## config.mk

```make
export PLATFORM = sky130hd
export DESIGN_NAME = bp_be_prefetch_gen_flat
export DESIGN_NICKNAME = d
export VERILOG_FILES = /design/src/rtl/bp_be_pkg.sv /design/src/rtl/bp_be_prefetch_gen_if.sv /design/src/rtl/bp_be_dff_reset_en.sv /design/src/rtl/bp_be_pf_addr_step.sv /design/src/rtl/bp_be_prefetch_gen.sv /design/src/flat_wrapper.sv
export SDC_FILE = /design/constraint.sdc
export NUM_CORES = 1
export LEC_CHECK = 0
export BUFFER_PORTS_ARGS = -buffer_cell sky130_fd_sc_hd__clkbuf_2
export CAP_MARGIN = 10
export CORE_UTILIZATION = 66
export CTS_CLUSTER_DIAMETER = 200
export DETAILED_ROUTE_END_ITERATION = 12
export GPL_TIMING_DRIVEN = 0
export PLACE_DENSITY = 0.9
export SYNTH_ARGS = -nofsm -noshare
export SYNTH_HDL_FRONTEND = slang
export SYNTH_HIERARCHICAL = 1
export SYNTH_SLANG_ARGS = --single-unit
```

## constraint.sdc

```tcl
create_clock -name clk_i -period 6.6 [get_ports clk_i]
set_input_delay 0 -clock clk_i [delete_from_list [all_inputs] [get_ports clk_i]]
set_output_delay 0 -clock clk_i [all_outputs]
set_load 0.05 [all_outputs]
```

## src/rtl/bp_be_pkg.sv

```systemverilog
// Shared BE types and address-geometry constants for the prefetch generator and stride detector.
// Pure declarations: no logic, no latency.
package bp_be_pkg;

    localparam int vaddr_width_gp        = 39;
    localparam int dcache_block_width_gp = 512;
    localparam int page_offset_width_gp  = 12;

    function automatic int line_offset_width(input int block_width_bits);
        return $clog2(block_width_bits / 8);
    endfunction

    localparam int line_offset_width_gp = line_offset_width(dcache_block_width_gp);

    typedef enum logic [1:0] {
        e_idle  = 2'd0,
        e_gen   = 2'd1,
        e_issue = 2'd2
    } bp_be_pf_gen_state_e;

endpackage

```

## src/rtl/bp_be_prefetch_gen_if.sv

```systemverilog
// Loop-descriptor input and prefetch-address output of the BE prefetch generator.
// master = generator side, slave = profiler/scheduler side.
interface bp_be_prefetch_gen_if
    import bp_be_pkg::*;
#(
    parameter int vaddr_width_p  = vaddr_width_gp,
    parameter int stride_width_p = 8,
    parameter int output_range_p = 8
);

    logic                      loop_v_i;
    logic                      loop_ready_and_o;
    logic [vaddr_width_p-1:0]  base_vaddr_i;
    logic [stride_width_p-1:0] stride_i;
    logic [output_range_p-1:0] remaining_iterations_i;
    logic                      pf_v_o;
    logic [vaddr_width_p-1:0]  pf_vaddr_o;
    logic                      pf_yumi_i;

    modport master (
        input  loop_v_i,
        input  base_vaddr_i,
        input  stride_i,
        input  remaining_iterations_i,
        input  pf_yumi_i,
        output loop_ready_and_o,
        output pf_v_o,
        output pf_vaddr_o
    );

    modport slave (
        output loop_v_i,
        output base_vaddr_i,
        output stride_i,
        output remaining_iterations_i,
        output pf_yumi_i,
        input  loop_ready_and_o,
        input  pf_v_o,
        input  pf_vaddr_o
    );

endinterface

```

## src/rtl/bp_be_dff_reset_en.sv

```systemverilog
// Enabled register with synchronous active-low clear to zero.
// One-cycle latency, no handshake.
module bp_be_dff_reset_en #(
    parameter int width_p = 1
) (
    input  logic               clk,
    input  logic               reset_n,
    input  logic               en,
    input  logic [width_p-1:0] d,
    output logic [width_p-1:0] q
);

    always_ff @(posedge clk) begin
        if (!reset_n) begin
            q <= '0;
        end else if (en) begin
            q <= d;
        end
    end

endmodule

```

## src/rtl/bp_be_pf_addr_step.sv

```systemverilog
// One stride step: next address, cache-line index of cur, and page-cross flag against a latched tag.
// Purely combinational, no handshake.
module bp_be_pf_addr_step
    import bp_be_pkg::*;
#(
    parameter int vaddr_width_p       = vaddr_width_gp,
    parameter int stride_width_p      = 8,
    parameter int line_offset_width_p = line_offset_width_gp
) (
    input  logic [vaddr_width_p-1:0]                      cur,
    input  logic [stride_width_p-1:0]                     stride,
    input  logic [vaddr_width_p-page_offset_width_gp-1:0] page_tag,
    output logic [vaddr_width_p-1:0]                      next_vaddr,
    output logic [vaddr_width_p-line_offset_width_p-1:0]  line,
    output logic                                          page_cross
);

    logic [vaddr_width_p-1:0] stride_ext;

    assign stride_ext = {{(vaddr_width_p-stride_width_p){stride[stride_width_p-1]}}, stride};
    assign next_vaddr = cur + stride_ext;
    assign line       = cur[vaddr_width_p-1:line_offset_width_p];
    // Wrap-around past the top of the vaddr space also changes the tag, so it stops the stream too.
    assign page_cross = (cur[vaddr_width_p-1:page_offset_width_gp] != page_tag);

endmodule

```

## src/rtl/bp_be_prefetch_gen.sv

```systemverilog
// Turns one loop descriptor into up to max_pf_p page-bounded, line-deduplicated prefetch vaddrs.
// First pf_v_o two cycles after accept; descriptors back-pressured while busy, pf held until yumi/flush.
module bp_be_prefetch_gen
    import bp_be_pkg::*;
#(
    parameter int vaddr_width_p        = vaddr_width_gp,
    parameter int dcache_block_width_p = dcache_block_width_gp,
    parameter int output_range_p       = 8,
    parameter int stride_width_p       = 8,
    parameter int distance_p           = 2,
    parameter int max_pf_p             = 4
) (
    input  logic                  clk_i,
    input  logic                  reset_i,
    input  logic                  flush_i,
    bp_be_prefetch_gen_if.master  io
);

    localparam int line_off_lp   = line_offset_width(dcache_block_width_p);
    localparam int tag_width_lp  = vaddr_width_p - page_offset_width_gp;
    localparam int line_width_lp = vaddr_width_p - line_off_lp;
    localparam int cnt_width_lp  = $clog2(max_pf_p + 1);

    localparam logic [vaddr_width_p-1:0]  distance_lp    = vaddr_width_p'(distance_p);
    localparam logic [output_range_p-1:0] distance_or_lp = output_range_p'(distance_p);
    localparam logic [output_range_p-1:0] max_pf_or_lp   = output_range_p'(max_pf_p);

    bp_be_pf_gen_state_e state_r, state_n;

    logic [vaddr_width_p-1:0]  cur_r, cur_d, next_vaddr, accept_cur, stride_ext;
    logic [stride_width_p-1:0] stride_r;
    logic [tag_width_lp-1:0]   tag_r;
    logic [line_width_lp-1:0]  last_line_r, cur_line;
    logic                      last_line_v_r, page_cross;
    logic [cnt_width_lp-1:0]   cnt_r, cnt_d, cnt_dec, accept_cnt;
    logic [output_range_p-1:0] avail;
    logic                      accept, take, skip, advance;

    // Descriptor setup: first address sits distance_p strides ahead of the current iteration.
    assign stride_ext = {{(vaddr_width_p-stride_width_p){io.stride_i[stride_width_p-1]}}, io.stride_i};
    assign accept_cur = io.base_vaddr_i + stride_ext * distance_lp;

    always_comb begin
        avail = '0;
        if (io.remaining_iterations_i > distance_or_lp) begin
            avail = io.remaining_iterations_i - distance_or_lp;
        end
        if (avail > max_pf_or_lp) begin
            avail = max_pf_or_lp;
        end
        accept_cnt = cnt_width_lp'(avail);
    end

    assign cnt_dec = cnt_r - cnt_width_lp'(1);

    bp_be_pf_addr_step #(
        .vaddr_width_p      (vaddr_width_p),
        .stride_width_p     (stride_width_p),
        .line_offset_width_p(line_off_lp)
    ) u_step (
        .cur       (cur_r),
        .stride    (stride_r),
        .page_tag  (tag_r),
        .next_vaddr(next_vaddr),
        .line      (cur_line),
        .page_cross(page_cross)
    );

    always_comb begin
        state_n = state_r;
        accept  = 1'b0;
        take    = 1'b0;
        skip    = 1'b0;
        case (state_r)
            e_idle: begin
                if (io.loop_v_i) begin
                    accept = 1'b1;
                    if (accept_cnt != '0) state_n = e_gen;
                end
            end
            e_gen: begin
                if (page_cross) begin
                    state_n = e_idle;
                end else if (last_line_v_r && (cur_line == last_line_r)) begin
                    skip = 1'b1;
                    if (cnt_dec == '0) state_n = e_idle;
                end else begin
                    state_n = e_issue;
                end
            end
            e_issue: begin
                if (io.pf_yumi_i) begin
                    take    = 1'b1;
                    state_n = (cnt_dec == '0) ? e_idle : e_gen;
                end
            end
            default: state_n = e_idle;
        endcase
        // Flush aborts the descriptor and swallows any same-cycle accept or yumi.
        if (flush_i) begin
            state_n = e_idle;
            accept  = 1'b0;
            take    = 1'b0;
            skip    = 1'b0;
        end
    end

    assign advance = skip | take;
    assign cur_d   = accept ? accept_cur : next_vaddr;
    assign cnt_d   = accept ? accept_cnt : cnt_dec;

    always_ff @(posedge clk_i) begin
        if (!reset_i) begin
            state_r <= e_idle;
        end else begin
            state_r <= state_n;
        end
    end

    bp_be_dff_reset_en #(.width_p(vaddr_width_p)) u_cur (
        .clk(clk_i), .reset_n(reset_i), .en(accept | advance), .d(cur_d), .q(cur_r)
    );

    bp_be_dff_reset_en #(.width_p(cnt_width_lp)) u_cnt (
        .clk(clk_i), .reset_n(reset_i), .en(accept | advance), .d(cnt_d), .q(cnt_r)
    );

    bp_be_dff_reset_en #(.width_p(stride_width_p)) u_stride (
        .clk(clk_i), .reset_n(reset_i), .en(accept), .d(io.stride_i), .q(stride_r)
    );

    bp_be_dff_reset_en #(.width_p(tag_width_lp)) u_tag (
        .clk(clk_i), .reset_n(reset_i), .en(accept),
        .d(io.base_vaddr_i[vaddr_width_p-1:page_offset_width_gp]), .q(tag_r)
    );

    bp_be_dff_reset_en #(.width_p(line_width_lp)) u_last_line (
        .clk(clk_i), .reset_n(reset_i), .en(take), .d(cur_line), .q(last_line_r)
    );

    // Accept clears the dedupe history; each consumed address sets it.
    bp_be_dff_reset_en #(.width_p(1)) u_last_line_v (
        .clk(clk_i), .reset_n(reset_i), .en(accept | take), .d(take), .q(last_line_v_r)
    );

    assign io.loop_ready_and_o = reset_i & ~flush_i & (state_r == e_idle);
    assign io.pf_v_o           = (state_r == e_issue) & ~flush_i;
    assign io.pf_vaddr_o       = cur_r;

endmodule

```

## src/flat_wrapper.sv

```systemverilog
// flat-port wrapper written by rule: the top's interface ports become plain ports
module bp_be_prefetch_gen_flat import bp_be_pkg::*;
#(
    parameter int vaddr_width_p        = vaddr_width_gp,
    parameter int dcache_block_width_p = dcache_block_width_gp,
    parameter int output_range_p       = 8,
    parameter int stride_width_p       = 8,
    parameter int distance_p           = 2,
    parameter int max_pf_p             = 4
)
  (clk_i, reset_i, flush_i, io_loop_v_i, io_base_vaddr_i, io_stride_i, io_remaining_iterations_i, io_pf_yumi_i, io_loop_ready_and_o, io_pf_v_o, io_pf_vaddr_o);
  bp_be_prefetch_gen_if #(.vaddr_width_p(vaddr_width_p), .stride_width_p(stride_width_p), .output_range_p(output_range_p)) io_i ();
  input  logic clk_i;
  input  logic reset_i;
  input  logic flush_i;
  input wire logic [$bits(io_i.loop_v_i)-1:0] io_loop_v_i;
  input wire logic [$bits(io_i.base_vaddr_i)-1:0] io_base_vaddr_i;
  input wire logic [$bits(io_i.stride_i)-1:0] io_stride_i;
  input wire logic [$bits(io_i.remaining_iterations_i)-1:0] io_remaining_iterations_i;
  input wire logic [$bits(io_i.pf_yumi_i)-1:0] io_pf_yumi_i;
  output wire logic [$bits(io_i.loop_ready_and_o)-1:0] io_loop_ready_and_o;
  output wire logic [$bits(io_i.pf_v_o)-1:0] io_pf_v_o;
  output wire logic [$bits(io_i.pf_vaddr_o)-1:0] io_pf_vaddr_o;
  assign io_i.loop_v_i = io_loop_v_i;
  assign io_i.base_vaddr_i = io_base_vaddr_i;
  assign io_i.stride_i = io_stride_i;
  assign io_i.remaining_iterations_i = io_remaining_iterations_i;
  assign io_i.pf_yumi_i = io_pf_yumi_i;
  assign io_loop_ready_and_o = io_i.loop_ready_and_o;
  assign io_pf_v_o = io_i.pf_v_o;
  assign io_pf_vaddr_o = io_i.pf_vaddr_o;
  bp_be_prefetch_gen #(.vaddr_width_p(vaddr_width_p), .dcache_block_width_p(dcache_block_width_p), .output_range_p(output_range_p), .stride_width_p(stride_width_p), .distance_p(distance_p), .max_pf_p(max_pf_p)) u_core (.clk_i(clk_i), .reset_i(reset_i), .flush_i(flush_i), .io(io_i));
endmodule
```

==> results_dict.tcl, run 1 <==
set metrics [dict create \
    status "finished clean" \
    num-fill-cells 957 \
    worstPathCellList "buf_16 > ha_1 > buf_6 > a21o_1 > a31oi_2 > o21ai_1 > a41o_1 > or3_1 > mux2_2 > and3_1 > nand2_1 > o21ai_1 > mux2i_1 > nor2b_1" \
    crit_required_ns 6.92 \
    tritoncts "done" \
    cap_viol_max_count 0 \
    synth_ff_type "dfxtp_1" \
    dr.first_iter.drc_count 896 \
    antenna_found_initial 1 \
    drt_first_pass_iters 6 \
    viasPerCell 6.25 \
    slowest_delay_ns 0.69 \
    die_y_um 126 \
    final_common_cell "nor2b_1" \
    wire_per_inst_um 19.3 \
    post-place-ws_ns 2.75 \
    ant_nets 0 \
    vias 9635 \
    cts_buffers 17 \
    hold_violations 0 \
    tightest_slew_ns 0.781 \
    htree_levels 4 \
    setup_ws_ns 3.19 \
    slowest_stage "dfxtp_1" \
    start_util 0.685 \
    synth.yosys.seq_area_share 0.224 \
    root_buffer "clkbuf_16" \
    synth_edf_count 0 \
    grt.total_usage 0.378 \
    vdd_drop_max_uv 222 \
    rows 44 \
    setup_tns_ns 0 \
    grt_pass1_wl_mm 47.2 \
    syn2layout_area_growth_pct 17.2 \
    die_x_um 126 \
    drive_above_1_share 0.166 \
    finClkSkew_ns 0.0104 \
    ios 101 \
    synth.cell_area_sq_um 10100 \
    grt_max_degree 34 \
    finalCritPeriodShare 0.517 \
    synth_fp_nets 1328 \
    slew_headroom 0.466 \
    report.final.slew_viol_count 0 \
    ys_ff_latch 113 \
    postCtsResizedCells 0 \
    cts.reportedPaths.clkPinSlew_ns 0.06 \
    final_nets 1486 \
    final_cell_mix "nor2b_1 (116), dfxtp_1 (113), mux2i_1 (111)" \
    critPathKind "reg -> reg" \
    rsz0062_at_grt "false" \
    async_flop_share 0 \
    dp_hpwl_mm 20.9 \
    path_max_fanout 23 \
    overflow 0 \
    cp_common_cell "o21ai_1" \
    p_leak_nw 5.21 \
    synth.avg_cell_area_sq_um 8.50 \
    post-cts-setup-buffers 0 \
    cts_max_path_buffers 2 \
    cts_sinks 113 \
    min_period_ns 3.41 \
    coreArea_sq_um 14800 \
    ys_warn_count 6 \
    gp_congestion 0.976 \
    max_freq_mhz 293 \
    cp_data_arrival_time_ns 3.73 \
    drc 0 \
    grt_pass1_vias 9350 \
    totalWireLength_mm 29.8 \
    synthCells 1188 \
    insertion_delay_ns 0.43 \
    die_area_sq_um 15800 \
    min_path_type "in -> reg" \
    finalSetupViolCount 0 \
    cp-end-kind "register" \
    p_per_area_nw_per_um2 194 \
    start_kind "register" \
    ys_types 86 \
    port_buffers 100 \
]
==> per-stage QoR <==
stage	area, sq um	total power, W	utilization	instances	hold slack, ns
2_1_floorplan	10100	0.00117	-	1188	0.128
3_3_place_gp	10800	0.00130	0.734	1472	0.279
3_5_place_dp	10800	0.00131	0.734	1472	0.290
4_1_cts	11800	0.00226	0.800	1540	0.0253
5_1_grt	11800	0.00236	0.802	1542	0.102
6_report	11800	0.00229	0.802	1542	0.0496
==> kinds of logic after synthesis <==
group,after synthesis,share of synthesized area
AO/OA/AOI/OAI,283,0.193
flip-flops,113,0.224
AND/OR/NAND/NOR,357,0.186
adder cells (fa/ha/maj),80,0.101
multiplexers,113,0.112
buffers and inverters,111,0.0704
XOR/XNOR,131,0.114
==> routing by layer <==
layer / part of all wire / track usage / up-vias
met3: 0.078 / 0.0518 / 101
met2: 0.46 / 0.631 / 471
li1: - / - / 4537
met5: 0 / 0 / -
met1: 0.42 / 0.485 / 4526
met4: 0.040 / 0.172 / 0
==> synth_stat cells (5+ instances only) <==
cell type,n,area [sq um]
xnor2_1,63,552
buf_6,6,67.6
o21ai_1,12,60.1
a21oi_1,77,385
nor2_1,41,154
clkbuf_1,27,101
nand4_1,16,100
buf_12,6,120
o21bai_1,5,37.5
a31oi_1,12,75.1
o31ai_1,6,45.0
nor2b_1,116,726
nor4_1,13,81.3
o21ai_0,60,300
inv_1,28,105
mux2i_1,111,1110
nand2_1,107,402
dfxtp_1,113,2260
xor2_1,68,596
buf_4,36,270
a21o_1,36,270
a211oi_1,5,37.5
and3_1,8,50.1
ha_1,78,976
o21a_1,5,37.5
o211ai_1,7,52.6
nand3_1,16,80.1
nor3_1,10,50.1
==> where the power goes <==
group	switching, W	leakage, nW	internal, W
logic	0.000364	4.00	0.000252
registers	0.0000347	0.917	0.000705
clock network	0.000330	0.290	0.000604
==> critical path, delay by kind of cell, from the launching register on <==
| kind | cells | cell delay, ns |
|---|---|---|
| compound gates | 5 | 0.87 |
| buf+inv | 2 | 0.38 |
| flops | 1 | 0.69 |
| fa+ha+maj | 1 | 0.25 |
| mux | 2 | 0.44 |
| simple gates | 4 | 0.65 |
==> path summary, 6_finish.rpt <==
check | end | slack [ns] | from | cells past startpoint
min reg2reg | u_core/u_cnt/q[1] | 0.53 | u_core/u_cnt/q[1] | 2
min | u_core/state_r[0] | 0.05 | io_loop_v_i | 5
max reg2reg | u_core/u_cur/q[34] | 3.19 | u_core/u_stride/q[7] | 14
max | u_core/u_cur/q[34] | 3.19 | u_core/u_stride/q[7] | 14
==> sequential cells by signal, indices dropped and copies added, names as in the netlist <==
name	cells
u_core/state_r	2
u_core/u_cnt/q	3
u_core/u_cur/q	39
u_core/u_last_line/q	33
u_core/u_last_line_v/q	1
u_core/u_stride/q	8
u_core/u_tag/q	27
==> cell type report <==
class / count / area, sq um / area share
Tap cell: 184 / 230 / 0.0195
Clock buffer: 19 / 453 / 0.0383
Sequential cell: 113 / 2260 / 0.191
Multi-Input combinational cell: 964 / 7130 / 0.602
Clock inverter: 11 / 139 / 0.0117
Buffer: 82 / 602 / 0.0509
Inverter: 29 / 109 / 0.00920
Timing Repair Buffer: 139 / 908 / 0.0768
Antenna cell: 1 / 2.50 / 0.000211
==> what timing repair did <==
item,CTS,global route
hold buffers,38,0
endpoints found under the hold margin,37,0
setup endpoints to repair,0,0
Power figures use the tool's default switching activity.
==> run 2: changes to the inputs <==
--- a/config.mk
+++ b/config.mk
@@ -7,11 +7,11 @@
 export LEC_CHECK = 0
 export BUFFER_PORTS_ARGS = -buffer_cell sky130_fd_sc_hd__clkbuf_2
 export CAP_MARGIN = 10
-export CORE_UTILIZATION = 66
+export CORE_UTILIZATION = 55
 export CTS_CLUSTER_DIAMETER = 200
 export DETAILED_ROUTE_END_ITERATION = 12
 export GPL_TIMING_DRIVEN = 0
-export PLACE_DENSITY = 0.9
+export PLACE_DENSITY = 0.8
 export SYNTH_ARGS = -nofsm -noshare
 export SYNTH_HDL_FRONTEND = slang
 export SYNTH_HIERARCHICAL = 1
==> constraint.sdc (replaced) <==
create_clock -name clk_i -period 2.8 [get_ports clk_i]
set_input_delay 0 -clock clk_i [delete_from_list [all_inputs] [get_ports clk_i]]
set_output_delay 0 -clock clk_i [all_outputs]
set_load 0.05 [all_outputs]
==> run 2 against run 1 <==
The flow now finishes with violations (negative setup slack). Global-route usage decreased by 6.8 points. Highest routed layer unchanged. Combinational power increased by 140%. Flip-flop and latch count stayed put. Critical endpoint unchanged. Maximum frequency rose by 14%. Register-to-register slack lost 3.4 ns. First-iteration DRC count is 21% lower. Critical path type unchanged. Hold slack worse by 0.040 ns. Sequential power increased by 140%. Via count down 0.77%.
==> results_dict.tcl, run 2 (synthesis results as in run 1) <==
set metrics [dict create \
    status "finished, violations left" \
    violations "negative setup slack" \
    cts.reportedPaths.clkPinSlew_ns 0.06 \
    antenna_cells 0 \
    ant_nets 0 \
    vdd_drop_max_uv 445 \
    cap_viol_max_count 0 \
    tritoncts "done" \
    p_leak_nw 5.40 \
    path_max_fanout 11 \
    vias 9561 \
    p_per_area_nw_per_um2 437 \
    ios 101 \
    hold_violations 0 \
    min_path_type "in -> reg" \
    cts_buffers 17 \
    finalCritPeriodShare 1.07 \
    gp_congestion 0.913 \
    insertion_delay_ns 0.43 \
    grt.total_usage 0.311 \
    finalSetupViolCount 16 \
    reg_top3 "u_core/u_cur/q (39), u_core/u_last_line/q (33), u_core/u_tag/q (27)" \
    min_period_ns 3.00 \
    start_kind "register" \
    grt_pass1_vias 8853 \
    rows 49 \
    power_w 0.00546 \
    grt_pass1_wl_mm 45.2 \
    root_buffer "clkbuf_16" \
    largest_reg_flops 39 \
    crit_required_ns 3.12 \
    rsz0062_at_grt "true" \
    die_y_um 138 \
    antenna_found_initial 0 \
    drt_first_pass_iters 5 \
    die_x_um 138 \
    start_util 0.562 \
    dp_hpwl_mm 21.0 \
    post-place-ws_ns -0.484 \
    max_freq_mhz 334 \
    totalWireLength_mm 29.5 \
    cp-end-kind "register" \
    wire_per_inst_um 18.3 \
    final_common_cell "nor2b_1" \
    cts_sinks 113 \
    drc 0 \
    htree_levels 4 \
    port_buffers 100 \
    overflow 0 \
    report.final.slew_viol_count 0 \
    cts_max_path_buffers 2 \
    final_nets 1510 \
    final_cell_mix "nor2b_1 (115), mux2i_1 (111), nand2_1 (104)" \
    drive_above_1_share 0.234 \
    setup_ws_ns -0.198 \
    coreArea_sq_um 18000 \
    dr.first_iter.drc_count 705 \
    final_core_util 0.696 \
    grt_max_degree 33 \
    syn2layout_area_growth_pct 23.7 \
    critPathKind "reg -> reg" \
    finClkSkew_ns 0.0102 \
    cp_data_arrival_time_ns 3.32 \
    top_register "u_core/u_cur/q" \
    slew_headroom 0.512 \
    tightest_slew_ns 0.714 \
    viasPerCell 5.93 \
    die_area_sq_um 18900 \
]
## run 2: final cells by class
type / instances / area [sq um]
inverter: 29 / 110
sequential: 113 / 2310
timing repair buffer: 166 / 1130
tap: 229 / 287
clock buffer: 18 / 439
clock inverter: 14 / 159
fill: 1332 / 5470
multi-input combinational: 964 / 7450
buffer: 79 / 608
## run 2: final timing paths
check	slack [ns]	cells after the start	startpoint	endpoint
worst max register to register	-0.20	13	u_core/u_stride/q[7]	u_core/u_cur/q[34]
worst min-delay path	0.01	5	io_remaining_iterations_i[0]	u_core/u_cnt/q[0]
worst max-delay path	-0.20	13	u_core/u_stride/q[7]	u_core/u_cur/q[34]
worst min register to register	0.53	2	u_core/u_cnt/q[1]	u_core/u_cnt/q[1]
## run 2: metal layers
layer | part of all wire | track usage | vias to the layer above | routed length, um
li1 | - | - | 4582 | -
met1 | 0.45 | 0.414 | 4524 | 13200
met2 | 0.46 | 0.493 | 383 | 13500
met3 | 0.064 | 0.0456 | 72 | 1880
met4 | 0.034 | 0.140 | 0 | 1010
met5 | 0 | 0 | - | 0
## run 2: power breakdown
| group | switching (W) | internal (W) |
|---|---|---|
| clock network | 0.000867 | 0.00134 |
| logic | 0.000867 | 0.000636 |
| registers | 0.0000819 | 0.00166 |
| total | 0.00182 | 0.00364 |
## run 2: metrics by stage
step | instances | area (sq um) | TNS [ns] | hold slack [ns]
2_1_floorplan | 1188 | 10100 | -0.0312 | 0.127
4_1_cts | 1606 | 12300 | -0.543 | 0.00699
3_3_place_gp | 1517 | 10900 | -7.77 | 0.276
6_report | 1612 | 12500 | -1.10 | 0.0100
3_5_place_dp | 1517 | 10900 | -10.76 | 0.290
5_1_grt | 1612 | 12500 | -3.38 | 0.0375
## run 2: worst max-delay path, stage by stage (launching register included)
cell      delay (ns)
dfxtp_4         0.45
buf_4           0.19
ha_1            0.23
clkbuf_1        0.21
a21oi_1         0.27
o21ai_1         0.16
a41o_1          0.28
or3_1           0.35
mux2_4          0.26
and3_4          0.15
nand2_2         0.05
o21ai_1         0.07
mux2i_1         0.15
nor2b_1         0.06
## run 2: timing repair
item / CTS / global route
hold buffers: 38 / 0
gates resized for setup: 60 / 39
endpoints found under the hold margin: 37 / 0
endpoints found under the setup margin: 39 / 40
setup buffers: 22 / 6
pin swaps: 11 / 14
